## src/rtl/mux_memoria_rr.sv

```systemverilog
// rtl/mux_memoria_rr.sv - registered N-channel mux with fixed or round-robin grant
// The output word is held when nothing is granted; hold_cnt counts the stale cycles.
module mux_memoria_rr #(
  parameter int WIDTH    = 2,
  parameter int CHANNELS = 4,
  parameter int SEL_W    = 2,
  parameter int HOLD_W   = 4
) (
  input  logic                      clk,
  input  logic                      reset_L,
  input  logic [CHANNELS*WIDTH-1:0] data_in,
  input  logic [CHANNELS-1:0]       valid_in,
  input  logic [SEL_W-1:0]          selector,
  input  logic                      mode,
  output logic [WIDTH-1:0]          data_out,
  output logic                      valid_out,
  output logic [SEL_W-1:0]          chan_out,
  output logic [HOLD_W-1:0]         hold_cnt
);

  localparam logic [HOLD_W-1:0] HOLD_MAX = '1;

  logic [WIDTH-1:0]  data_q, data_d;
  logic              valid_q, valid_d;
  logic [SEL_W-1:0]  chan_q, chan_d;
  logic [HOLD_W-1:0] hold_q, hold_d;
  logic [SEL_W-1:0]  rr_ptr_q, rr_ptr_d;

  logic              fix_hit;
  logic [SEL_W-1:0]  fix_idx;
  logic [WIDTH-1:0]  fix_data;

  logic              rr_hit;
  logic [SEL_W-1:0]  rr_idx;
  logic [SEL_W-1:0]  rr_next;
  logic [WIDTH-1:0]  rr_data;
  int                rr_off;
  int                rr_best;

  logic              grant;
  logic [SEL_W-1:0]  grant_idx;
  logic [WIDTH-1:0]  grant_data;

  // An out-of-range selector matches no channel, so it never grants.
  always_comb begin
    fix_hit  = 1'b0;
    fix_idx  = '0;
    fix_data = '0;
    for (int i = 0; i < CHANNELS; i++) begin
      if (selector == SEL_W'(i) && valid_in[i]) begin
        fix_hit  = 1'b1;
        fix_idx  = SEL_W'(i);
        fix_data = data_in[i*WIDTH +: WIDTH];
      end
    end
  end

  // Each valid channel is ranked by its distance from rr_ptr; the nearest wins.
  always_comb begin
    rr_off  = 0;
    rr_best = CHANNELS;
    rr_idx  = '0;
    rr_next = '0;
    rr_data = '0;
    for (int i = 0; i < CHANNELS; i++) begin
      if (valid_in[i]) begin
        if (i >= int'(rr_ptr_q)) begin
          rr_off = i - int'(rr_ptr_q);
        end else begin
          rr_off = i - int'(rr_ptr_q) + CHANNELS;
        end
        if (rr_off < rr_best) begin
          rr_best = rr_off;
          rr_idx  = SEL_W'(i);
          rr_data = data_in[i*WIDTH +: WIDTH];
          rr_next = (i == CHANNELS - 1) ? '0 : SEL_W'(i + 1);
        end
      end
    end
    rr_hit = (rr_best < CHANNELS);
  end

  always_comb begin
    grant      = mode ? rr_hit  : fix_hit;
    grant_idx  = mode ? rr_idx  : fix_idx;
    grant_data = mode ? rr_data : fix_data;
  end

  always_comb begin
    data_d   = data_q;
    chan_d   = chan_q;
    valid_d  = 1'b0;
    hold_d   = (hold_q == HOLD_MAX) ? hold_q : hold_q + HOLD_W'(1);
    rr_ptr_d = rr_ptr_q;
    if (grant) begin
      data_d  = grant_data;
      chan_d  = grant_idx;
      valid_d = 1'b1;
      hold_d  = '0;
    end
    // Fixed-mode grants leave the pointer alone so round-robin resumes where it stopped.
    if (mode && rr_hit) begin
      rr_ptr_d = rr_next;
    end
  end

  always_ff @(posedge clk or negedge reset_L) begin
    if (!reset_L) begin
      data_q   <= '0;
      valid_q  <= 1'b0;
      chan_q   <= '0;
      hold_q   <= '0;
      rr_ptr_q <= '0;
    end else begin
      data_q   <= data_d;
      valid_q  <= valid_d;
      chan_q   <= chan_d;
      hold_q   <= hold_d;
      rr_ptr_q <= rr_ptr_d;
    end
  end

  assign data_out  = data_q;
  assign valid_out = valid_q;
  assign chan_out  = chan_q;
  assign hold_cnt  = hold_q;

endmodule

```

## config.mk

```make
export PLATFORM = sky130hd
export DESIGN_NAME = mux_memoria_rr
export DESIGN_NICKNAME = d
export VERILOG_FILES = /design/src/rtl/mux_memoria_rr.sv
export SDC_FILE = /design/constraint.sdc
export NUM_CORES = 1
export LEC_CHECK = 0
export CELL_PAD_IN_SITES_DETAIL_PLACEMENT = 0
export CELL_PAD_IN_SITES_GLOBAL_PLACEMENT = 1
export CORE_ASPECT_RATIO = 1.75
export CORE_MARGIN = 2
export CORE_UTILIZATION = 41
export DETAILED_ROUTE_END_ITERATION = 16
export GPL_ROUTABILITY_DRIVEN = 0
export GPL_TIMING_DRIVEN = 1
export PLACE_DENSITY_LB_ADDON = 0.1
export SLEW_MARGIN = 20
export SYNTH_ARGS = -nofsm -noshare
export SYNTH_HDL_FRONTEND = slang
export SYNTH_SLANG_ARGS = --single-unit
```

## constraint.sdc

```tcl
create_clock -name clk -period 8.4 [get_ports clk]
set_clock_uncertainty 0.05 [all_clocks]
set_input_delay 1.26 -clock clk [delete_from_list [all_inputs] [get_ports clk]]
set_output_delay 1.26 -clock clk [all_outputs]
set_load 0.02 [all_outputs]
```

# ---- Yosys cells after proc, flatten, opt, wreduce, memory -nomap -nowiden
# Index checks and enable logic that the tools add are counted.
dict set report op_classes {
  muxes 54
  add_sub_neg 8
  n_eq_ne 5
  reduce_logical 6
  magnitude_cmp 8
}
# cell count
set ops {}
lappend ops {{two-way mux 32 bit} 15}
lappend ops {{less-than comparator 32 bit} 3}
lappend ops {{less-than comparator 32 x 4 -> 1 bit (second input constant)} 2}
lappend ops {{two-way mux 2 bit} 26}
lappend ops {{adder 3 x 4 -> 5 bit (second input constant)} 3}
lappend ops {{two-way mux 1 bit} 11}
lappend ops {{two-way mux 4 bit} 2}
lappend ops {{subtractor 1 x 2 -> 3 bit (first input constant)} 2}
lappend ops {{subtractor 2 x 2 -> 3 bit (first input constant)} 2}
lappend ops {{logical AND 1 bit} 5}
lappend ops {{adder 4 x 1 -> 4 bit (second input constant)} 1}
lappend ops {{== test 2 bit (second input constant)} 2}
lappend ops {{== test 4 bit (second input constant)} 1}
lappend ops {{>= comparator 1 x 2 -> 1 bit (first input constant)} 2}
lappend ops {{== test 2 x 1 -> 1 bit (second input constant)} 1}
lappend ops {{>= comparator 2 bit (first input constant)} 1}
lappend ops {{zero test 2 bit} 1}
lappend ops {{inequality test 2 bit (second input constant)} 1}
dict set report totals {
  output_inout_bits 9
  register_bits 11
  word_cells 86
}

# ---- Logic depth before layout (Yosys ltp)
# Gate-level depths: netlist of run 1.
dict set report depth {
  depth_word 19
  depth_mapped 16
  depth_no_buf 16
}

# ---- Worst setup path before layout of run 1
# OpenSTA, ideal clock, no wires.
dict set report synth_timing {
  kind {input port to flip-flop}
  from {input port valid_in[1]}
  to {register data_q[0], in the netlist data_out[0]}
  t_required_ns 8.224
  arrival_ns 3.884
  stages 13
  setup_slack_ns 4.340
  cell_sequence {buf_6 nand3_1 ha_1 nand3_1 o311ai_4 o2bb2ai_2 mux2i_1 ha_1 nor2b_1 o211ai_1 o31a_1 a221oi_2 o32a_1}
}
dict set report synth_between {
  elab_chain_len 9
}
# item line_no
set synth_lines {}
lappend synth_lines {{from (decl)} 12} ;# input logic [CHANNELS-1:0] valid_in,
lappend synth_lines {{two-way mux 32 bit} 66} ;# if (valid_in[i]) begin
lappend synth_lines {{less-than comparator 32 bit} 72} ;# if (rr_off < rr_best) begin
lappend synth_lines {{two-way mux 32 bit} 72}
lappend synth_lines {{two-way mux 32 bit} 66}
lappend synth_lines {{less-than comparator 32 bit} 72}
lappend synth_lines {{two-way mux 32 bit} 72}
lappend synth_lines {{two-way mux 32 bit} 66}
lappend synth_lines {{less-than comparator 32 x 4 -> 1 bit} 80} ;# rr_hit = (rr_best < CHANNELS);
lappend synth_lines {{two-way mux 1 bit} 84} ;# grant = mode ? rr_hit : fix_hit;
lappend synth_lines {{to (signal assigned)} 115} ;# data_q <= data_d;
lappend synth_lines {{to (decl)} 23} ;# logic [WIDTH-1:0] data_q, data_d;
# Parallel ways exist; a longest one is shown, timed or not.
# A chain may end at the register's enable or synchronous reset.

# ---- Final worst setup path of run 1
dict set report layout_timing {
  from {input port valid_in[1]}
  to {register data_q[1], in the netlist data_out[1]}
}
# The elaborated chain is that of the path after synthesis.

==> results.md, run 1 <==
- Layout net count: 196
- Post-CTS Setup Inserts: 0
- Mapped Area: 1271 sq um
- Status: finished, final reports clean
- Hold Violations, Final: 0
- Placed Instances: 193
- Clk root buf: clkbuf_8
- Worst path bufs/invs: 1
- Gr ovfl total: 0
- Setup_tns: 0 ns
- Cells after Synth: 144
- Core Region: 2928 sq um
- Initial antenna violation count: 0
- Top-Level Pins: 26
- Vias in the first global route: 1183
- Num rows: 26
- Total power: 0.3908 mW
- First-pass GRT wire length: 5271 microns
- Mapped Avg Cell Area: 8.828 sq um
- Largest net degree at the start of global routing: 12
- Type of origin of the critical path: primary input
- CTS hold repair buffers: 0
- Critical path class: in -> reg
- Clock power share: 0.132
- Fill cells: 288
- Worst-Skew Late Latency: 0.23 ns
- Final slew viol count: 0
- Area growth syn-to-layout: 24.11%
- Initial Util: 0.4342
- IO Port Bufs: 25
- Initial DRC count: 17
- Die W: 46.09 microns
- Detailed placement HPWL: 2741 microns
- Post-synth EDFFs: 0
- DRC errors left: 0
- Max frequency: 0.2088 GHz
- CP Capture Type: flop
- CTS sink cnt: 11
- Combinational Power Share: 0.640
- Ys async rst share: 1.000
- # H-tree levels: 1
- Die height: 77.66 microns
- N_diodes: 0
- Post-detailed-route wirelength per cell: 16.44 microns
- Internal: 0.2181 mW
- CP arrival: 4.85 ns
- Switch Pwr: 0.1727 mW
- Clock buffer depth: 2
- Final period util: 0.5702
- Yosys reg bits: 11
- Slew @ Worst Pin: 0.5032 ns
- Sw frac: 0.4418
- Worst slew margin: 0.6635
- CP max FO: 11
- Max Cap Viol: 0
- Slowest CP cell: clkdlybuf4s50_1
- Sequential Power Share: 0.228
- Min-Delay Path Class: reg -> reg
- Critical Path, Cell by Cell: clkdlybuf4s50_1, nand3_1, ha_1, nand3_1, o311ai_4, o2bb2ai_2, mux2i_1, ha_1, nor2b_1, o211ai_1, o31a_1, nor3_1, o32a_1
- Worst path required time: 8.46 ns
- Sequential area share after synthesis: 0.2165
- Non-Filler Instances: 197
- CTS resizes: 0
- Pwr Density: 247.7 nW/um^2
- RSZ-0062 raised after global routing: false
- Clk slew on worst S/H paths: 0.05 ns
- CTS tree: yes
- Vias: 1175
- Die ar.: 3579 sq um
- Total GRT Usage: 0.1960
- Leak: 0.6300 nW
- Max IR drop VDD: 0.09894 mV
- Netlist cell types: 51
- Syn_nets: 170
- CTS buffer count: 3
- Tmin final: 4.790 ns
- Routed vias/inst: 5.964
- CP delay by family, top: compound AO/OA/AOI/OAI gates
- Layout cells sized above 1: 0.1302
- Final ANT Viol Nets: 0
- CP peak stage delay: 0.70 ns
- Final setup fails: 0
- Synth warn: 0
- Top_reg_cell synth: dfrtp_1
- Total routed wirelength: 3238 microns
- Drt pass-1 iters: 4
worst reg2reg max path, cell delays in order (launching register included):
cell and delay [ns]:
dfrtp_1 0.55, inv_1 0.17, ha_1 0.27, and2_1 0.20
ha_1 0.24, nor3b_1 0.32, or3_1 0.17, o2111ai_2 0.16
o2bb2ai_2 0.36, mux2i_1 0.24, ha_1 0.27, nor2b_1 0.14
o211ai_1 0.16, o31a_1 0.21, nor3_1 0.08, o32a_1 0.36
path summary, 6_finish.rpt:
| path | start | endpoint | slack, ns | cells past startpoint |
|---|---|---|---|---|
| setup / recovery | valid_in[1] | data_out[1]$_DFFE_PN0N_ | 3.61 | 13 |
| hold / removal | chan_out[1]$_DFFE_PN0N_ | chan_out[1]$_DFFE_PN0N_ | 0.45 | 1 |
| setup reg to reg | rr_ptr_q[1]$_DFFE_PN0P_ | data_out[1]$_DFFE_PN0N_ | 4.34 | 15 |
| hold reg to reg | chan_out[1]$_DFFE_PN0N_ | chan_out[1]$_DFFE_PN0N_ | 0.45 | 1 |
| max in group asynchronous | reset_L | chan_out[1]$_DFFE_PN0N_ | 6.65 | 1 |
| min in group asynchronous | reset_L | hold_cnt[1]$_DFFE_PN0P_ | 1.32 | 1 |
cell families (layout without fill, tap and decap cells):
logic type	after synthesis	in the layout	synth area share
and+or+nand+nor	65	65	0.2648
AOI/OAI and AO/OA	41	41	0.3248
DFF	11	11	0.2165
adders and majority gates	9	9	0.08858
buffers and inverters	9	34	0.03346
muxes	7	7	0.05807
xor gates and xnor gates	2	2	0.01378
layout make-up:
class,count,area (sq um),area share
repair buffers,25,250.2,0.1586
well taps,28,35.03,0.02220
multi-input cells,124,953.4,0.6043
inverters,5,18.77,0.01190
clock buffers,4,45.04,0.02855
flip-flops and latches,11,275.3,0.1745
flip-flops by register name, indices dropped and copies added (netlist names):
register / flops
rr_ptr_q: 2
data_out: 2
hold_cnt: 4
chan_out: 2
valid_out: 1
cells in the final DEF, fill, tap and decap left out, types with 2 or more instances in the layout:
cell type and n:
clkdlybuf4s50_1 25, nor2_1 14, nand3_1 12, nand2_1 11, dfrtp_1 11, ha_1 9, a21oi_1 6, inv_1 5
nand2b_1 5, nor3_1 5, and2_1 4, mux2i_1 4, nor2b_1 4, o21ai_2 3, a31oi_1 3, clkbuf_8 3
o2bb2ai_2 2, mux2_2 2, nor3b_1 2, xnor2_1 2, o31a_1 2, o211ai_1 2, a32o_1 2, a211o_1 2
o32a_1 2, a211oi_1 2
power by group through the flow:
stage / sequential [mW] / clock [mW] / combinational [mW]
6_report: 0.0890 / 0.0515 / 0.250
2_1_floorplan: 0.0985 / 0 / 0.169
5_1_grt: 0.0914 / 0.0580 / 0.274
3_5_place_dp: 0.0896 / 0 / 0.251
3_3_place_gp: 0.0887 / 0 / 0.246
4_1_cts: 0.0891 / 0.0540 / 0.251
through the flow:
step / hold slack (ns) / instance area, sq um / worst slack (ns) / util
3_5_place_dp: 0.4373 / 1533 / 3.386 / 0.5235
4_1_cts: 0.4480 / 1578 / 3.624 / 0.5389
2_1_floorplan: 0.5043 / 1271 / 4.340 / -
6_report: 0.4455 / 1578 / 3.610 / 0.5389
3_3_place_gp: 0.4251 / 1533 / 3.521 / 0.5235
5_1_grt: 0.4590 / 1578 / 3.347 / 0.5389
metal layers:
metal / track usage / vias up / wire (microns)
li1: - / 598 / -
met5: 0 / - / 0
met4: 0.1229 / 0 / 128
met3: 0.01395 / 8 / 41
met1: 0.1972 / 549 / 1215
met2: 0.3542 / 20 / 1852
cells in the mapped netlist, types with 2 or more instances:
library cell  count  area (sq um)
nor2b_1           4         25.02
nor3b_1           2         15.01
o31a_1            2         17.52
o2bb2ai_2         2         30.03
clkbuf_1          2         7.510
o21ai_2           3         26.28
mux2i_1           4         40.04
mux2_2            2         22.52
a21oi_1           6         30.03
a211oi_1          2         15.01
nand3_1          12         60.06
a211o_1           2         17.52
nor3_1            5         25.02
o211ai_1          2         15.01
a31oi_1           3         18.77
ha_1              9         112.6
xnor2_1           2         17.52
nand2b_1          5         31.28
a32o_1            2         20.02
o32a_1            2         20.02
nand2_1          11         41.29
nor2_1           14         52.55
and2_1            4         25.02
dfrtp_1          11         275.3
inv_1             5         18.77
(Power assumes the default switching activity.)
==> run 2: changes to the inputs <==
Settings changed: CORE_UTILIZATION 41 to 35.
Clock period 8.4 ns to 3.9 ns, I/O delays scaled along.
==> results.md, run 2 (synthesized netlist as in run 1, its figures left out) <==
- Status: finished, final reports clean
- CTS resizes: 0
- CTS tree: yes
- Critical path class: reg -> reg
- Fill cells: 384
- Initial Util: 0.3575
- Most common cell after layout, fill and taps aside: clkdlybuf4s50_1
- Clk slew on worst S/H paths: 0.05 ns
- Core Region: 3556 sq um
- Vias: 1250
- Max IR drop VDD: 0.2749 mV
- CP arrival: 3.70 ns
- Clk root buf: clkbuf_8
- Layout cells sized above 1: 0.1923
- Total routed wirelength: 3624 microns
- Worst-Skew Late Latency: 0.23 ns
- Type of origin of the critical path: flop
- Sw frac: 0.4298
- Hold_ws: 0.4472 ns
- Routed vias/inst: 5.482
- Final slew viol count: 0
- Layout net count: 209
- Core Util, Final: 0.4775
- Die height: 83.73 microns
- # H-tree levels: 1
- Internal: 0.5179 mW
- Final period util: 0.9320
- Clock buffer depth: 2
- Switch Pwr: 0.3903 mW
- Initial DRC count: 15
- Post-CTS Setup Inserts: 0
- Clock power share: 0.123
- Detailed placement HPWL: 3125 microns
- Num rows: 29
- Top-Level Pins: 26
- CTS sink cnt: 11
- Max frequency: 0.2751 GHz
- Most frequent cells in the layout: clkdlybuf4s50_1, nor2_1, buf_4, nand3_1
- Largest net degree at the start of global routing: 12
- Max reg flops: 4
- Leak: 0.6922 nW
- Worst path required time: 3.97 ns
- Pwr Density: 534.9 nW/um^2
- CP Capture Type: flop
- CTS buffer count: 3
- CP max FO: 6
- Hold Violations, Final: 0
- Worst slew margin: 0.6505
- Slew @ Worst Pin: 0.5195 ns
- Die ar.: 4149 sq um
- Vias in the first global route: 1308
- Gr ovfl total: 0
- Met3 Routed Length: 93 microns
- CTS hold repair buffers: 0
- Total GRT Usage: 0.1885
- Metal-1 WL: 1247 microns
- Register area: 275.3 sq um
- Top Metal Used: met4
- N_diodes: 0
- Routed wl met2: 2153 microns
- Final setup fails: 0
- Min-Delay Path Class: reg -> reg
- Combinational Power Share: 0.687
- Multi-input logic area: 953.4 sq um
- Area growth syn-to-layout: 33.56%
- Setup_tns: 0 ns
- Drt pass-1 iters: 5
- First-pass GRT wire length: 6016 microns
- Sequential Power Share: 0.190
- RSZ-0062 raised after global routing: false
- Initial antenna violation count: 0
- Final ANT Viol Nets: 0
- DRC errors left: 0
- Die W: 49.56 microns
- Max Cap Viol: 0
- IO Port Bufs: 25
- Tmin final: 3.635 ns
- Post-detailed-route wirelength per cell: 15.89 microns
-- run 2: changes by cell type in the layout (fill, tap and decap cells not counted), sizes merged --
cell  previous run  this run
buf              0        13
-- run 2: critical path: stages, from the launching register on --
cell and delay [ns]:
dfrtp_1 0.38, inv_1 0.15, ha_1 0.19, and2_1 0.21, inv_1 0.06, ha_1 0.21, o2bb2ai_2 0.21, and2_4 0.21
mux2_2 0.33, a21oi_1 0.14, mux2i_1 0.11, ha_1 0.29, buf_4 0.11, nor3_1 0.04, nor2_1 0.35, a21oi_1 0.14
o32a_1 0.34
-- run 2: cell type report --
type | instances | share of cell area
clock buffer | 4 | 0.02653
inverter | 5 | 0.01105
multi-input combinational | 124 | 0.5615
sequential | 11 | 0.1621
tap | 46 | 0.03390
timing repair buffer | 38 | 0.2049
-- run 2: power groups by stage --
stage,registers (mW),clock network (mW),logic (mW)
after global routing,0.179,0.123,0.680
after CTS,0.173,0.114,0.628
after detailed placement,0.174,0,0.626
after floorplan,0.212,0,0.363
final,0.172,0.112,0.624
after global placement,0.175,0,0.620
-- run 2: through the flow --
step                total power, mW  setup slack [ns]  cells  cell area, sq um
floorplan                    0.5755            0.3258    144              1271
global placement             0.7948            0.1709    224              1653
detailed placement           0.8000            0.1010    224              1653
CTS                          0.9155            0.2474    228              1698
global route                 0.9818           0.01758    228              1698
finish                       0.9082            0.2652    228              1698
-- run 2: path summary, 6_finish.rpt --
check                                         from  depth (start not counted)                      end  slack, ns
max in group asynchronous                  reset_L                          1  chan_out[1]$_DFFE_PN0N_       2.85
max                        rr_ptr_q[1]$_DFFE_PN0P_                         16  data_out[1]$_DFFE_PN0N_       0.27
min reg2reg                data_out[0]$_DFFE_PN0N_                          1  data_out[0]$_DFFE_PN0N_       0.45
max reg2reg                rr_ptr_q[1]$_DFFE_PN0P_                         16  data_out[1]$_DFFE_PN0N_       0.27
min                        data_out[0]$_DFFE_PN0N_                          1  data_out[0]$_DFFE_PN0N_       0.45
min in group asynchronous                  reset_L                          1  hold_cnt[1]$_DFFE_PN0P_       0.63
-- run 2: layer usage --
metal / global-route usage / vias up
li1: - / 617
met1: 0.1817 / 592
met2: 0.3697 / 29
met3: 0.01613 / 12
met4: 0.1035 / 0
met5: 0 / -
==> run 3: changes to the inputs <==
Settings changed: SLEW_MARGIN 20 to 0.
==> results of run 3 <==
The final DEF is identical to that of run 2; final timing and power are the same.
